--- src/rtl/div_ratio_ctrl_if.sv ---
// Configuration handshake and divider-control bundle between a config source and div_ratio_ctrl.
interface div_ratio_ctrl_if #(
  parameter int WIDTH = 4
);
  logic             i_cfg_valid;
  logic [WIDTH-1:0] i_cfg_ratio;
  logic             i_cfg_en;
  logic             o_cfg_ready;
  logic [WIDTH-1:0] o_div_ratio;
  logic             o_clk_en;
  logic             o_busy;
  logic             o_cfg_err;

  modport master (
    output i_cfg_valid,
    output i_cfg_ratio,
    output i_cfg_en,
    input  o_cfg_ready,
    input  o_div_ratio,
    input  o_clk_en,
    input  o_busy,
    input  o_cfg_err
  );

  modport slave (
    input  i_cfg_valid,
    input  i_cfg_ratio,
    input  i_cfg_en,
    output o_cfg_ready,
    output o_div_ratio,
    output o_clk_en,
    output o_busy,
    output o_cfg_err
  );
endinterface

--- src/rtl/div_ratio_ctrl.sv ---
// Sequences divide-ratio changes so the downstream clock divider is disabled
// for a quiet period before its ratio input moves, then re-enabled.
module div_ratio_ctrl #(
  parameter int WIDTH        = 4,
  parameter int QUIET_CYCLES = 2,
  parameter int RESET_RATIO  = 8
) (
  input  logic            i_ref_clk,
  input  logic            i_rst,
  div_ratio_ctrl_if.slave cfg
);

  localparam logic [1:0] S_IDLE    = 2'd0;
  localparam logic [1:0] S_QUIESCE = 2'd1;
  localparam logic [1:0] S_LOAD    = 2'd2;
  localparam logic [1:0] S_RESUME  = 2'd3;

  localparam logic [WIDTH-1:0] RESET_VAL  = WIDTH'(RESET_RATIO);
  localparam logic [3:0]       QUIET_LOAD = 4'(QUIET_CYCLES - 1);

  logic [1:0]       state;
  logic [WIDTH-1:0] shadow_ratio;
  logic             shadow_en;
  logic [3:0]       quiet_cnt;
  logic             accept;
  logic             is_zero;
  logic             is_same;

  assign accept  = cfg.i_cfg_valid && cfg.o_cfg_ready;
  assign is_zero = (cfg.i_cfg_ratio == '0);
  assign is_same = (cfg.i_cfg_ratio == cfg.o_div_ratio) && (cfg.i_cfg_en == cfg.o_clk_en);

  // Enable-off requests bypass the quiet period: the divider is being stopped
  // anyway, so ratio and enable can move together without a glitch.
  always_ff @(posedge i_ref_clk) begin
    if (i_rst) begin
      state           <= S_IDLE;
      shadow_ratio    <= '0;
      shadow_en       <= 1'b0;
      quiet_cnt       <= '0;
      cfg.o_div_ratio <= RESET_VAL;
      cfg.o_clk_en    <= 1'b0;
      cfg.o_cfg_ready <= 1'b1;
      cfg.o_busy      <= 1'b0;
      cfg.o_cfg_err   <= 1'b0;
    end else begin
      cfg.o_cfg_err <= 1'b0;
      case (state)
        S_IDLE: begin
          if (accept) begin
            if (is_zero) begin
              cfg.o_cfg_err <= 1'b1;
            end else if (is_same) begin
              state <= S_IDLE;
            end else if (!cfg.i_cfg_en) begin
              cfg.o_clk_en    <= 1'b0;
              cfg.o_div_ratio <= cfg.i_cfg_ratio;
            end else begin
              shadow_ratio    <= cfg.i_cfg_ratio;
              shadow_en       <= cfg.i_cfg_en;
              quiet_cnt       <= QUIET_LOAD;
              cfg.o_clk_en    <= 1'b0;
              cfg.o_busy      <= 1'b1;
              cfg.o_cfg_ready <= 1'b0;
              state           <= S_QUIESCE;
            end
          end
        end
        S_QUIESCE: begin
          if (quiet_cnt == '0) begin
            cfg.o_div_ratio <= shadow_ratio;
            state           <= S_LOAD;
          end else begin
            quiet_cnt <= quiet_cnt - 4'd1;
          end
        end
        S_LOAD: begin
          state <= S_RESUME;
        end
        S_RESUME: begin
          cfg.o_clk_en    <= shadow_en;
          cfg.o_busy      <= 1'b0;
          cfg.o_cfg_ready <= 1'b1;
          state           <= S_IDLE;
        end
        default: begin
          state <= S_IDLE;
        end
      endcase
    end
  end

endmodule

--- src/flat_wrapper.sv ---
// flat-port wrapper written by rule: the top's interface ports become plain ports
module div_ratio_ctrl_flat 
#(
  parameter int WIDTH        = 4,
  parameter int QUIET_CYCLES = 2,
  parameter int RESET_RATIO  = 8
)
  (i_ref_clk, i_rst, cfg_i_cfg_valid, cfg_i_cfg_ratio, cfg_i_cfg_en, cfg_o_cfg_ready, cfg_o_div_ratio, cfg_o_clk_en, cfg_o_busy, cfg_o_cfg_err);
  div_ratio_ctrl_if #(.WIDTH(WIDTH)) cfg_i ();
  input  logic i_ref_clk;
  input  logic i_rst;
  input wire logic [$bits(cfg_i.i_cfg_valid)-1:0] cfg_i_cfg_valid;
  input wire logic [$bits(cfg_i.i_cfg_ratio)-1:0] cfg_i_cfg_ratio;
  input wire logic [$bits(cfg_i.i_cfg_en)-1:0] cfg_i_cfg_en;
  output wire logic [$bits(cfg_i.o_cfg_ready)-1:0] cfg_o_cfg_ready;
  output wire logic [$bits(cfg_i.o_div_ratio)-1:0] cfg_o_div_ratio;
  output wire logic [$bits(cfg_i.o_clk_en)-1:0] cfg_o_clk_en;
  output wire logic [$bits(cfg_i.o_busy)-1:0] cfg_o_busy;
  output wire logic [$bits(cfg_i.o_cfg_err)-1:0] cfg_o_cfg_err;
  assign cfg_i.i_cfg_valid = cfg_i_cfg_valid;
  assign cfg_i.i_cfg_ratio = cfg_i_cfg_ratio;
  assign cfg_i.i_cfg_en = cfg_i_cfg_en;
  assign cfg_o_cfg_ready = cfg_i.o_cfg_ready;
  assign cfg_o_div_ratio = cfg_i.o_div_ratio;
  assign cfg_o_clk_en = cfg_i.o_clk_en;
  assign cfg_o_busy = cfg_i.o_busy;
  assign cfg_o_cfg_err = cfg_i.o_cfg_err;
  div_ratio_ctrl #(.WIDTH(WIDTH), .QUIET_CYCLES(QUIET_CYCLES), .RESET_RATIO(RESET_RATIO)) u_core (.i_ref_clk(i_ref_clk), .i_rst(i_rst), .cfg(cfg_i));
endmodule
--- config.mk ---
export PLATFORM = sky130hd
export DESIGN_NAME = div_ratio_ctrl_flat
export DESIGN_NICKNAME = d
export VERILOG_FILES = /design/src/rtl/div_ratio_ctrl_if.sv /design/src/rtl/div_ratio_ctrl.sv /design/src/flat_wrapper.sv
export SDC_FILE = /design/constraint.sdc
export NUM_CORES = 1
export LEC_CHECK = 0
export CORE_ASPECT_RATIO = 0.5
export CORE_UTILIZATION = 40
export DETAILED_ROUTE_END_ITERATION = 12
export DONT_BUFFER_PORTS = 1
export SETUP_SLACK_MARGIN = 0.05
export SLEW_MARGIN = 20
export SYNTH_ARGS = -nofsm -noshare
export SYNTH_HDL_FRONTEND = slang
export SYNTH_SLANG_ARGS = --single-unit
--- constraint.sdc ---
create_clock -name i_ref_clk -period 2.3 [get_ports i_ref_clk]
set_input_delay 0.115 -clock i_ref_clk [delete_from_list [all_inputs] [get_ports i_ref_clk]]
set_output_delay 0.115 -clock i_ref_clk [all_outputs]
set_load 0.02 [all_outputs]
=== After elaboration in Yosys (flattened, before gate mapping) ===
Cells that the tools add are included.

* Output and inout bits: 8
* Register bits: 19
* Bits of input ports: 8
* Word-level logic and storage cells: 74

* Bitwise logic cells: 4
* Equality and inequality tests: 13
* Reduce and logical (&&, ||, !) cells: 14
* Multiplexer cells: 33
* $add $sub $neg: 1

{| class="wikitable"
|+ Operators by type and width
! kind !! count
|-
| 4-bit two-way mux || 10
|-
| 4-bit one-hot mux with 2 select lines || 2
|-
| 1-bit two-way mux || 12
|-
| 6-bit AND reduction || 2
|-
| 2-bit two-way mux || 5
|-
| 2-bit != test, second input constant || 5
|-
| 5-bit AND reduction || 2
|-
| 4-bit zero test || 2
|-
| 2-bit one-hot mux with 4 select lines || 1
|-
| 4-bit AND reduction || 2
|-
| 1-bit one-hot mux with 2 select lines || 3
|-
| 2-bit equality test, second input constant || 2
|-
| 4-bit equality test || 1
|-
| 2-bit by 1-bit != test with 1-bit output, second input constant || 2
|-
| 1-bit inverter || 4
|-
| 2-bit nonzero test || 2
|-
| 4-bit by 1-bit subtractor with 4-bit output, second input constant || 1
|-
| 3-bit by 2-bit != test with 1-bit output, second input constant || 1
|-
| 3-bit OR reduction || 1
|-
| 2-bit by 1-bit equality test with 1-bit output, second input constant || 1
|-
| 1-bit logical AND || 2
|-
| 2-bit zero test || 1
|-
| 1-bit equality test || 1
|}

=== Logic depth before layout (Yosys ltp) ===
Gate-level depths: netlist of the first run.

* Depth in word-level cells: 6
* Gate-level depth with buffers: 7
* Gate-level depth less buffers: 7

=== Least setup slack after synthesis of the first run ===
OpenSTA, ideal clock, no wires.

* Path kind: flip-flop to flip-flop
* Start point: register u_core.state[1]
* End point: register u_core.cfg.o_div_ratio[0]
* Arrival time: 1.577 ns
* Path buffers: 0
* Required time: 2.209 ns
* Clock period less this slack: 1.667 ns
* Library setup time: 0.091 ns
* Slack: 0.633 ns
* Stages on the path, launching flop included: 8
* Path through: dfxtp_1 -> inv_1 -> ha_1 -> and4bb_1 -> or2b_1 -> o2111ai_4 -> a221oi_1 -> a311oi_1

* Longest elaborated chain between the ends: 3
* Elaborated cells between the ends (all ways): 10
* Those cells by class: 6 x eq/ne; 1 x mux; 3 x reduce/logical

{| class="wikitable"
|+ RTL lines
! element !! RTL line !! source
|-
| from (decl) || div_ratio_ctrl.sv:21 || <nowiki>logic [1:0] state;</nowiki>
|-
| from (signal assigned) || div_ratio_ctrl.sv:37 || <nowiki>state <= S_IDLE;</nowiki>
|-
| from (signal assigned) || div_ratio_ctrl.sv:54 || <nowiki>state <= S_IDLE;</nowiki>
|-
| from (signal assigned) || div_ratio_ctrl.sv:65 || <nowiki>state <= S_QUIESCE;</nowiki>
|-
| 2-bit by 1-bit equality test with 1-bit output or 2-bit zero test (tied branches) || div_ratio_ctrl.sv:48 || <nowiki>case (state)</nowiki>
|-
| 2-bit by 1-bit != test with 1-bit output (no source line), or another cell as far along || - ||
|-
| 6-bit AND reduction (no source line) || - ||
|-
| to (signal assigned) || div_ratio_ctrl.sv:57 || <nowiki>cfg.o_div_ratio <= cfg.i_cfg_ratio;</nowiki>
|-
| to (signal assigned) || div_ratio_ctrl.sv:71 || <nowiki>cfg.o_div_ratio <= shadow_ratio;</nowiki>
|-
| to (decl) || div_ratio_ctrl_if.sv:30 || <nowiki>output o_div_ratio,</nowiki>
|}

Parallel ways exist; a longest one is shown, timed or not.
A chain may end at the register's enable or synchronous reset.

=== Worst setup path in the final report of the first run ===
* Start point: register u_core.state[0]
* End point: register u_core.cfg.o_div_ratio[1]

Same word-level chain as after synthesis.

==> results of run 1 <==
area by class of cell:
type	instances	area (um2)
Multi-Input combinational cell	92	782
Sequential cell	19	380
Inverter	16	60.1
Fill cell	295	1670
Tap cell	40	50.0
Timing Repair Buffer	3	25.0
Clock buffer	4	45.0
logic make-up (layout without fill, tap and decap cells):
| family | count (synthesis) | after routing | share of synthesized area |
|---|---|---|---|
| mux | 7 | 7 | 0.0562 |
| xor+xnor | 5 | 5 | 0.0729 |
| flops | 19 | 19 | 0.300 |
| simple gates | 44 | 44 | 0.217 |
| fa+ha+maj | 5 | 5 | 0.0493 |
| buf+inv | 21 | 23 | 0.0847 |
| compound gates | 31 | 31 | 0.221 |
worst max-delay path, delay by kind of cell, from the launching register on:
family,cells,cell delay (ns)
fa+ha+maj,1,0.28
compound gates,3,0.56
buf+inv,1,0.09
flops,1,0.38
simple gates,2,0.41
power groups by stage:
stage	clock (W)	sequential (W)	combinational [W]
4_1_cts	0.000248	0.000418	0.000308
3_3_place_gp	0	0.000425	0.000296
5_1_grt	0.000260	0.000425	0.000344
3_5_place_dp	0	0.000426	0.000300
6_report	0.000239	0.000418	0.000308
2_1_floorplan	0	0.000418	0.000262
through the flow:
step | instance area [um2] | instances | setup WS [ns]
3_3_place_gp | 1290 | 169 | 0.532
4_1_cts | 1340 | 174 | 0.451
2_1_floorplan | 1270 | 132 | 0.633
3_5_place_dp | 1290 | 169 | 0.512
5_1_grt | 1340 | 174 | 0.322
6_report | 1340 | 174 | 0.472
flip-flops by register name (all words and copies together) (netlist names):
register / flops
u_core.shadow_ratio: 4
u_core.state: 2
u_core.shadow_en: 1
u_core.cfg.o_cfg_ready: 1
u_core.cfg.o_div_ratio: 4
u_core.cfg.o_cfg_err: 1
u_core.cfg.o_busy: 1
u_core.cfg.o_clk_en: 1
u_core.quiet_cnt: 4
per-layer routing:
| metal | track usage | vias up | wire, um |
|---|---|---|---|
| met5 | 0 | - | 0 |
| met4 | 0.0281 | 0 | 9 |
| met3 | 0.0725 | 2 | 211 |
| met2 | 0.272 | 20 | 1140 |
| met1 | 0.252 | 459 | 1270 |
| li1 | - | 482 | - |
worst paths after layout:
| path | to | slack (ns) | cells after the start |
|---|---|---|---|
| worst max-delay path | u_core.cfg.o_div_ratio[1] | 0.47 | 7 |
| worst min-delay path | u_core.shadow_ratio[0] | 0.005 | 2 |
| worst max register to register | u_core.cfg.o_div_ratio[1] | 0.47 | 7 |
| worst min register to register | u_core.shadow_en | 0.46 | 2 |
cell usage in the layout (no fill, tap or decap), types with 3 or more instances in the layout:
| cell type | netlist | final |
|---|---|---|
| a21oi_1 | 5 | 5 |
| a221oi_1 | 3 | 3 |
| a311oi_1 | 4 | 4 |
| a31oi_1 | 3 | 3 |
| clkbuf_8 | 0 | 3 |
| dfxtp_1 | 19 | 19 |
| ha_1 | 5 | 5 |
| inv_1 | 16 | 16 |
| mux2i_1 | 6 | 6 |
| nand2_1 | 12 | 12 |
| nand3_1 | 4 | 4 |
| nor2_1 | 7 | 7 |
| nor2b_1 | 3 | 3 |
| xnor2_2 | 4 | 4 |
==> impl_results.md, run 1 <==
- Status: finished clean
- Worst-Margin Slew: 0.632 ns
- DP Wirelength: 1960 um
- Post-synthesis cell type count: 46
- Synth-to-Final Area Change: 5.71%
- Setup crit end kind: flip-flop
- Clk pwr share: 0.247
- Max-cap violations: 0
- Post-route setup TNS: 0 ns
- PwrDens: 718 nW/um2
- Hold wc startpoint: cfg_i_cfg_ratio[0]
- Vias: 963
- Critical-path top delay cell: dfxtp_1
- Core footprint: 3010 um2
- # rows: 14
- Die height: 41.8 um
- Clock Latency Late Sink: 0.26 ns
- Crit path cell chain: inv_1 > ha_1 > nand2b_1 > or2b_1 > o2111ai_4 > a221oi_1 > a311oi_1
- Fin crit period: 1.83 ns
- Clk buf depth: 2
- Layout cell share with drive strength beyond 1: 0.179
- Gr usage total: 0.182
- Synth Area per Inst: 9.62 um2
- Starting density of the core: 0.422
- Post-synthesis cell area: 1270 um2
- Vias in the first global route: 951
- Final max-slew violation count: 0
- RR Startpoint: u_core.state[0]
- WP data arrival: 1.99 ns
- Pin count of the biggest net entering global routing: 15
- Fmax: 547 MHz
- Final core utilization: 0.446
- Setup-failing EPs final: 0
- Hold buffer count at cts: 1
- Cells after synthesis: 132
- DRC: 0
- H-tree Lvls: 1
- Main synth FF type: dfxtp_1
- P_sw: 0.000345 W
- VDD IR max: 344 uV
- Number of vias per cell: 5.53
- Crit path launch type: flip-flop
- Syn Nets: 145
- Final Hold Fails: 0
- Internal power consumption: 0.000620 W
- Full die area: 3420 um2
- DRT iter0 DRCs: 39
- Static Leak: 0.510 nW
- Most frequent cells after synthesis: 19 x dfxtp_1, 16 x inv_1, 12 x nand2_1, 7 x nor2_1, 6 x mux2i_1
- CTS tree: yes
- Comb power frac: 0.319
- Gpl congestion: 0.779
- IO Pins: 16
- Ys Warns: 0
- Nets: 148
- EDFF count, synth: 0
- Sequential share of the synthesized area: 0.300
- Post-CTS sizing: 0
- CP Launch Point: u_core.state[0]
- Seq cells post-synth: 19
- Post-synth top area cell: dfxtp_1
- Total power: 0.000965 W
- WL final: 2620 um
- Sink Count: 19
- Clock edge transition at the registers on the reported setup and hold paths: 0.08 ns
- Reg power frac: 0.433
- Drt wl/cell: 15.1 um
- Sw Ratio: 0.358
- Input/output buffers: 0
- Count leader, synth: dfxtp_1
- Initial antenna violation count: 0
- WHS: 0.00485 ns
- TritonRoute pass-1 iters: 4
- Worst Path Required: 2.46 ns
- CP max FO: 8
- Max-slew headroom: 0.577
- Slowest stage delay, CP: 0.38 ns
- Async SR Flop Fraction: 0
- RSZ-0062 raised after global routing: false
- Clock skew: 0.00726 ns
- Die W: 81.7 um
- Clk root buf: clkbuf_8
- Antenna-violating nets left: 0
- Total gr overflow: 0
- Global-route wire length before repair: 4680 um
- Setup CP Type: flip-flop to flip-flop
- HP Class: input pin to flip-flop
- Final Cycle Share: 0.795
- Post-synth top area share: 0.300
- Synth area leaders: dfxtp_1 30%, xnor2_2 5.1%, ha_1 4.9%
- CTS buffer count: 3
- Setup repair bufs after CTS: 0
- Diode count: 0
No activity file was read; power rests on OpenSTA's default activity.
==> run 2: changes to the inputs <==
Settings changed: ABC_AREA from default to 1.
Clock period 2.3 ns to 1.5 ns, I/O delays scaled along.
==> impl_results.md, run 2 <==
- Setup CP Type: flip-flop to flip-flop
- CTS tree: yes
- Slowest stage delay, CP: 0.39 ns (about the same)
- Post-synthesis cell type count: 26 (-43%)
- Xor/xnor share of the synthesized area: 0.0224 (-0.0505)
- Number of vias per cell: 4.88 (-12%)
- Fmax: 659 MHz (+21%)
- Setup-failing EPs final: 3 (+3)
- Max-cap violations: 0 (unchanged)
- DRT iter0 DRCs: 23 (-41%)
- Met1 GRT Util: 0.233 (-0.0184)
- Global-route wire length before repair: 4200 um (-10%)
- Drt wl/cell: 12.8 um (-15%)
- Final Cell Area: 1600 um2 (+19%)
- EDFF count, synth: 0 (unchanged)
- Seq cells post-synth: 19 (unchanged)
- Largest family of logic cells by synthesized area: simple AND/OR/NAND/NOR gates
- Final WS setup: -0.0164 ns (-0.488 ns)
- Routing usage on met3: 0.0614 (-0.0112)
- Post-synth top area share: 0.324 (+0.0246)
- Post-synth top area cell: dfxtp_1
- Placed cell count: 221 (+31%)
- Simple logic cell fraction of the synthesized area: 0.390 (+0.173)
- Crit path launch type: flip-flop
- Worst-Margin Slew: 0.379 ns (-0.253 ns)
- Count leader, synth: nand2_1
- DP Wirelength: 1940 um (-1.3%)
- WP data arrival: 1.68 ns (-0.31 ns)
- Nets: 212 (+43%)
- HP Class: input pin to flip-flop
- Vias: 1146 (+19%)
- Ys Warns: 0 (unchanged)
- Met2 Use GR: 0.313 (+0.0414)
- Setup crit end kind: flip-flop
- Core footprint: 2680 um2 (-11%)
- Starting density of the core: 0.437 (+0.0158)
- Synth area leaders: dfxtp_1 32%, nand2_1 13%, inv_1 7.0%
- Final max-slew violation count: 0 (unchanged)
- # rows: 13 (-1)
- Gpl congestion: 0.811 (+4.1%)
- Final Cycle Share: 1.01 (+0.216)
- CTS buffer count: 3 (unchanged)
- Cell mode on critical path: inv_4
- Full die area: 3170 um2 (-7.3%)
- Async SR Flop Fraction: 0 (unchanged)
- Clock edge transition at the registers on the reported setup and hold paths: 0.07 ns (about the same)
- Most frequent cells in the layout: 32 x nand2_1, 19 x nor2_1, 16 x buf_4, 15 x inv_1
- Input/output buffers: 0 (unchanged)
- Violated checks: hold timing, setup timing
- Most frequent cells after synthesis: 41 x nand2_1, 22 x inv_1, 20 x nor2_1, 19 x dfxtp_1, 11 x nand3_1
- Sink Count: 19 (unchanged)
- Die W: 78.6 um (-3.8%)
- Clk buf depth: 2 (unchanged)
- Total gr overflow: 0 (unchanged)
- Pin count of the biggest net entering global routing: 13 (-2)
- PwrDens: 2420 nW/um2 (+240%)
- CP max FO: 7 (-1)
- IO Pins: 16 (unchanged)
- Post-synthesis compound-gate area fraction: 0.0959 (-0.125)
- Top Usage Layer GRT: met2
- WL final: 3000 um (+14%)
- Post-Synth Adder-Cell Area: 0.0533 (+0.00404)
- Final cell count without fillers: 235 (+35%)
- Critical-path top delay cell: dfxtp_4
- Die height: 40.3 um (-3.7%)
- Hold buffer count at cts: 3 (+2)
- Clock skew: 0.00173 ns (-0.00553 ns)
- VDD IR max: 919 uV (+170%)
- Clk root buf: clkbuf_8
- WHS: -0.144 ns (-0.148 ns)
- Vias in the first global route: 931 (-2.1%)
- Worst Path Required: 1.66 ns (-0.80 ns)
- Crit path cell chain: inv_4 > ha_4 > inv_4 > or2_4 > nand3_4 > nor2_4 > nand2_8 > nor3_4 > nor2_1
- Clock Latency Late Sink: 0.26 ns (about the same)
- Main synth FF type: dfxtp_1
- TritonRoute pass-1 iters: 4 (unchanged)
- Layout cell share with drive strength beyond 1: 0.399 (+0.220)
- RSZ-0062 raised after global routing: true
- Static Leak: 0.731 nW (+43%)
- Dpl cell area: 1310 um2 (+2.0%)
- Post-synthesis cell area: 1170 um2 (-7.6%)
- Commonest non-fill, non-tap cell in the layout: nand2_1
- H-tree Lvls: 1 (unchanged)
- Diode count: 0 (unchanged)
- Antenna-violating nets left: 0 (unchanged)
- Register-to-register setup slack: -0.02 ns (-0.49 ns)
- Cells after synthesis: 174 (+32%)
- Max-slew headroom: 0.747 (+0.170)
- Syn Nets: 187 (+29%)
- Synth Area per Inst: 6.74 um2 (-30%)
- Mux cell area share after synthesis: 0 (-0.0562)
- Final Hold Fails: 7 (+7)
- DRC: 0 (unchanged)
- Initial antenna violation count: 0 (unchanged)
- Sequential share of the synthesized area: 0.324 (+0.0246)
- Gr usage total: 0.186 (+0.00342)
- Status: finished with violations
- Fin crit period: 1.52 ns (-0.312 ns)
- Synth-to-Final Area Change: 35.9%
- Biggest regs: u_core.cfg.o_div_ratio (4), u_core.quiet_cnt (4), u_core.shadow_ratio (4)
-- run 2: routing by layer --
| metal | vias up | part of all wire |
|---|---|---|
| li1 | 595 | - |
| met1 | 533 | 0.47 |
| met2 | 14 | 0.48 |
| met3 | 4 | 0.039 |
| met4 | 0 | 0.0097 |
| met5 | - | 0 |
-- run 2: cells by family (layout without fill, tap and decap cells) --
group,count (synthesis),after routing
adders and majority gates,5,5
buffers and inverters,33,57
AOI/OAI and AO/OA,18,18
and+or+nand+nor,96,96
xor gates and xnor gates,3,3
DFF,19,19
-- run 2: final timing paths --
kind,cells past startpoint,startpoint,endpoint
worst max-delay path,9,u_core.state[0],u_core.quiet_cnt[0]
worst min-delay path,1,i_rst,u_core.state[0]
worst max register to register,9,u_core.state[0],u_core.quiet_cnt[0]
worst min register to register,2,u_core.shadow_ratio[0],u_core.shadow_ratio[0]
-- run 2: worst max-delay path, delay by kind of cell (launching register included) --
family                   cells  cell delay, ns
adder cells (fa/ha/maj)      1            0.18
AND/OR/NAND/NOR              6            0.73
flip-flops                   1            0.39
buffers and inverters        2            0.11
-- run 2: layout make-up --
cell class / instances / area [um2]
repair buffers: 24 / 215
fillers: 248 / 1090
well taps: 37 / 46.3
flip-flops and latches: 19 / 390
multi-input cells: 122 / 779
clock buffers: 4 / 45.0
inverters: 29 / 119
-- run 2: through the flow --
step	total power, W	setup TNS [ns]	worst slack, ns	hold WS, ns	utilization
after floorplan	0.00225	0	0.0630	0.232	-
after global placement	0.00272	0	0.0104	0.138	0.490
after detailed placement	0.00274	-0.0216	-0.00763	0.140	0.490
after CTS	0.00317	0	0.0521	-0.146	0.523
after global routing	0.00419	-0.254	-0.0720	-0.151	0.594
final	0.00387	-0.0251	-0.0164	-0.144	0.594
-- run 2: power breakdown --
group,leakage [nW],switching (W),internal [W]
clock network,0.0228,0.000184,0.000190
logic,0.551,0.00146,0.00118
registers,0.158,0.000152,0.000699
-- run 2: timing repair --
action | 4_1_cts | 5_1_grt
setup endpoints to repair | 10 | 18
pin swaps | 1 | 17
setup buffers | 0 | 7
endpoints found under the hold margin | 10 | 7
cloned | 0 | 0
gates resized for setup | 5 | 40
==> run 3: changes to the inputs <==
Settings changed: SETUP_SLACK_MARGIN 0.05 to default.
==> impl_results.md, run 3 (same netlist as run 2, synthesis figures left out) <==
- Max-slew headroom: 0.738 (-0.00850)
- DRC: 0 (unchanged)
- Gpl congestion: 0.829 (+2.3%)
- Layout cell share with drive strength beyond 1: 0.394 (-0.00505)
- Clock skew: 0.00640 ns (+0.00467 ns)
- Sw Ratio: 0.473 (+0.00723)
- Final Cell Area: 1590 um2 (-0.63%)
- Most frequent cells in the layout: 31 x nand2_1, 17 x nor2_1, 16 x inv_1, 16 x buf_4
- VDD IR max: 883 uV (-3.9%)
- Die W: 78.6 um (unchanged)
- Final max-slew violation count: 0 (unchanged)
- Setup crit end kind: flip-flop
- Worst-Margin Slew: 0.391 ns (+0.0119 ns)
- Full die area: 3170 um2 (unchanged)
- TritonRoute pass-1 iters: 4 (unchanged)
- Vias in the first global route: 964 (+3.5%)
- Setup-failing EPs final: 0 (-3)
- Nets: 212 (unchanged)
- Dpl cell area: 1330 um2 (+1.4%)
- Die height: 40.3 um (unchanged)
- Gr usage total: 0.188 (+0.00202)
- Final Hold Fails: 0 (-7)
- WL final: 2830 um (-5.8%)
- Fin crit period: 1.47 ns (-0.0505 ns)
- Internal power consumption: 0.00195 W (-5.6%)
- P_sw: 0.00175 W (-2.8%)
- WP data arrival: 1.67 ns (about the same)
- Core footprint: 2680 um2 (unchanged)
- Starting density of the core: 0.437 (unchanged)
- PwrDens: 2330 nW/um2 (-3.7%)
- Biggest regs: u_core.cfg.o_div_ratio (4), u_core.quiet_cnt (4), u_core.shadow_ratio (4)
- Diode count: 0 (unchanged)
- Input/output buffers: 0 (unchanged)
- Setup CP Type: flip-flop to flip-flop
- DRT iter0 DRCs: 31 (+35%)
- DP Wirelength: 1980 um (+2.3%)
- Routing usage on met3: 0.0614 (unchanged)
- H-tree Lvls: 1 (unchanged)
- Antenna-violating nets left: 0 (unchanged)
- Clock Latency Late Sink: 0.27 ns (about the same)
- Initial antenna violation count: 0 (unchanged)
- Clock edge transition at the registers on the reported setup and hold paths: 0.08 ns (about the same)
- RSZ-0062 raised after global routing: true
- Final Cycle Share: 0.977 (-0.0337)
- Fmax: 682 MHz (+3.4%)
- Global-route wire length before repair: 4320 um (+2.8%)
- Vias: 1162 (+1.4%)
- Synth-to-Final Area Change: 35.1%
- Total power: 0.00370 W (-4.3%)
- CP max FO: 7 (unchanged)
- CTS buffer count: 3 (unchanged)
- Comb power frac: 0.672 (-0.011)
- Clk pwr share: 0.103 (+0.006)
- Drt wl/cell: 12.0 um (-5.8%)
- Worst Path Required: 1.70 ns (+0.04 ns)
- Number of vias per cell: 4.94 (+1.4%)
- Commonest non-fill, non-tap cell in the layout: nand2_1
- Top Usage Layer GRT: met2
- Total gr overflow: 0 (unchanged)
- Status: finished clean
- HP Class: input pin to flip-flop
- Static Leak: 0.719 nW (-1.7%)
- Met2 Use GR: 0.298 (-0.0152)
- Sink Count: 19 (unchanged)
- Clk buf depth: 2 (unchanged)
- # rows: 13 (unchanged)
- Filler Cells Inserted: 252 (+1.6%)
- CTS tree: yes
- Reg power frac: 0.225 (+0.005)
- Max-cap violations: 0 (unchanged)
- Crit path launch type: flip-flop
- IO Pins: 16 (unchanged)
- Pin count of the biggest net entering global routing: 13 (unchanged)
- Clk root buf: clkbuf_8
- Met1 GRT Util: 0.243 (+0.0101)
## run 3: timing repair
action,CTS,global route
endpoints found under the setup margin,7,17
hold buffers,5,0
resized for setup,3,43
hold endpoints to repair,10,0
pin swaps,1,20
buffers inserted,0,3
## run 3: final timing paths
check                    startpoint                endpoint  slack, ns  depth (start not counted)
min reg2reg  u_core.shadow_ratio[0]  u_core.shadow_ratio[0]       0.47                          2
min              cfg_i_cfg_ratio[2]    u_core.cfg.o_cfg_err       0.01                          3
max reg2reg         u_core.state[0]     u_core.cfg.o_clk_en       0.03                          8
max                 u_core.state[0]     u_core.cfg.o_clk_en       0.03                          8
## run 3: area by class of cell
class | instances | area (um2) | share of cell area
multi-input cells | 122 | 783 | 0.494
clock buffers | 3 | 41.3 | 0.0260
repair buffers | 24 | 204 | 0.129
flip-flops and latches | 19 | 389 | 0.245
clock inverters | 1 | 5.00 | 0.00316
inverters | 29 | 116 | 0.0734
well taps | 37 | 46.3 | 0.0292
## run 3: critical path, stage by stage (launching register included)
cell     delay (ns)
dfxtp_4        0.38
inv_4          0.04
ha_4           0.18
nand4_1        0.18
nand2_2        0.12
nor2_4         0.16
buf_6          0.11
nand4_1        0.08
a21oi_2        0.14
## run 3: stage by stage
| step | hold WS (ns) | utilization | worst slack, ns | cells | TNS [ns] |
|---|---|---|---|---|---|
| 5_1_grt | 0.00960 | 0.591 | -0.0534 | 235 | -0.364 |
| 2_1_floorplan | 0.232 | - | 0.0274 | 174 | 0 |
| 4_1_cts | 0.00848 | 0.535 | -0.0224 | 234 | -0.0412 |
| 6_report | 0.0135 | 0.591 | 0.0341 | 235 | 0 |
| 3_5_place_dp | 0.141 | 0.497 | -0.0320 | 225 | -0.0951 |
| 3_3_place_gp | 0.139 | 0.497 | -0.0190 | 225 | -0.0190 |
## run 3: per-layer routing
layer	routed length [um]	share of wire
met5	0	0
met4	40	0.014
met3	135	0.048
met2	1290	0.46
met1	1360	0.48
## run 3: power by group through the flow
stage,Sequential [W],Clock [W],Combinational [W]
2_1_floorplan,0.000879,0,0.00133
3_3_place_gp,0.000795,0,0.00195
3_5_place_dp,0.000798,0,0.00197
4_1_cts,0.000787,0.000397,0.00202
5_1_grt,0.000860,0.000425,0.00276
6_report,0.000834,0.000380,0.00249
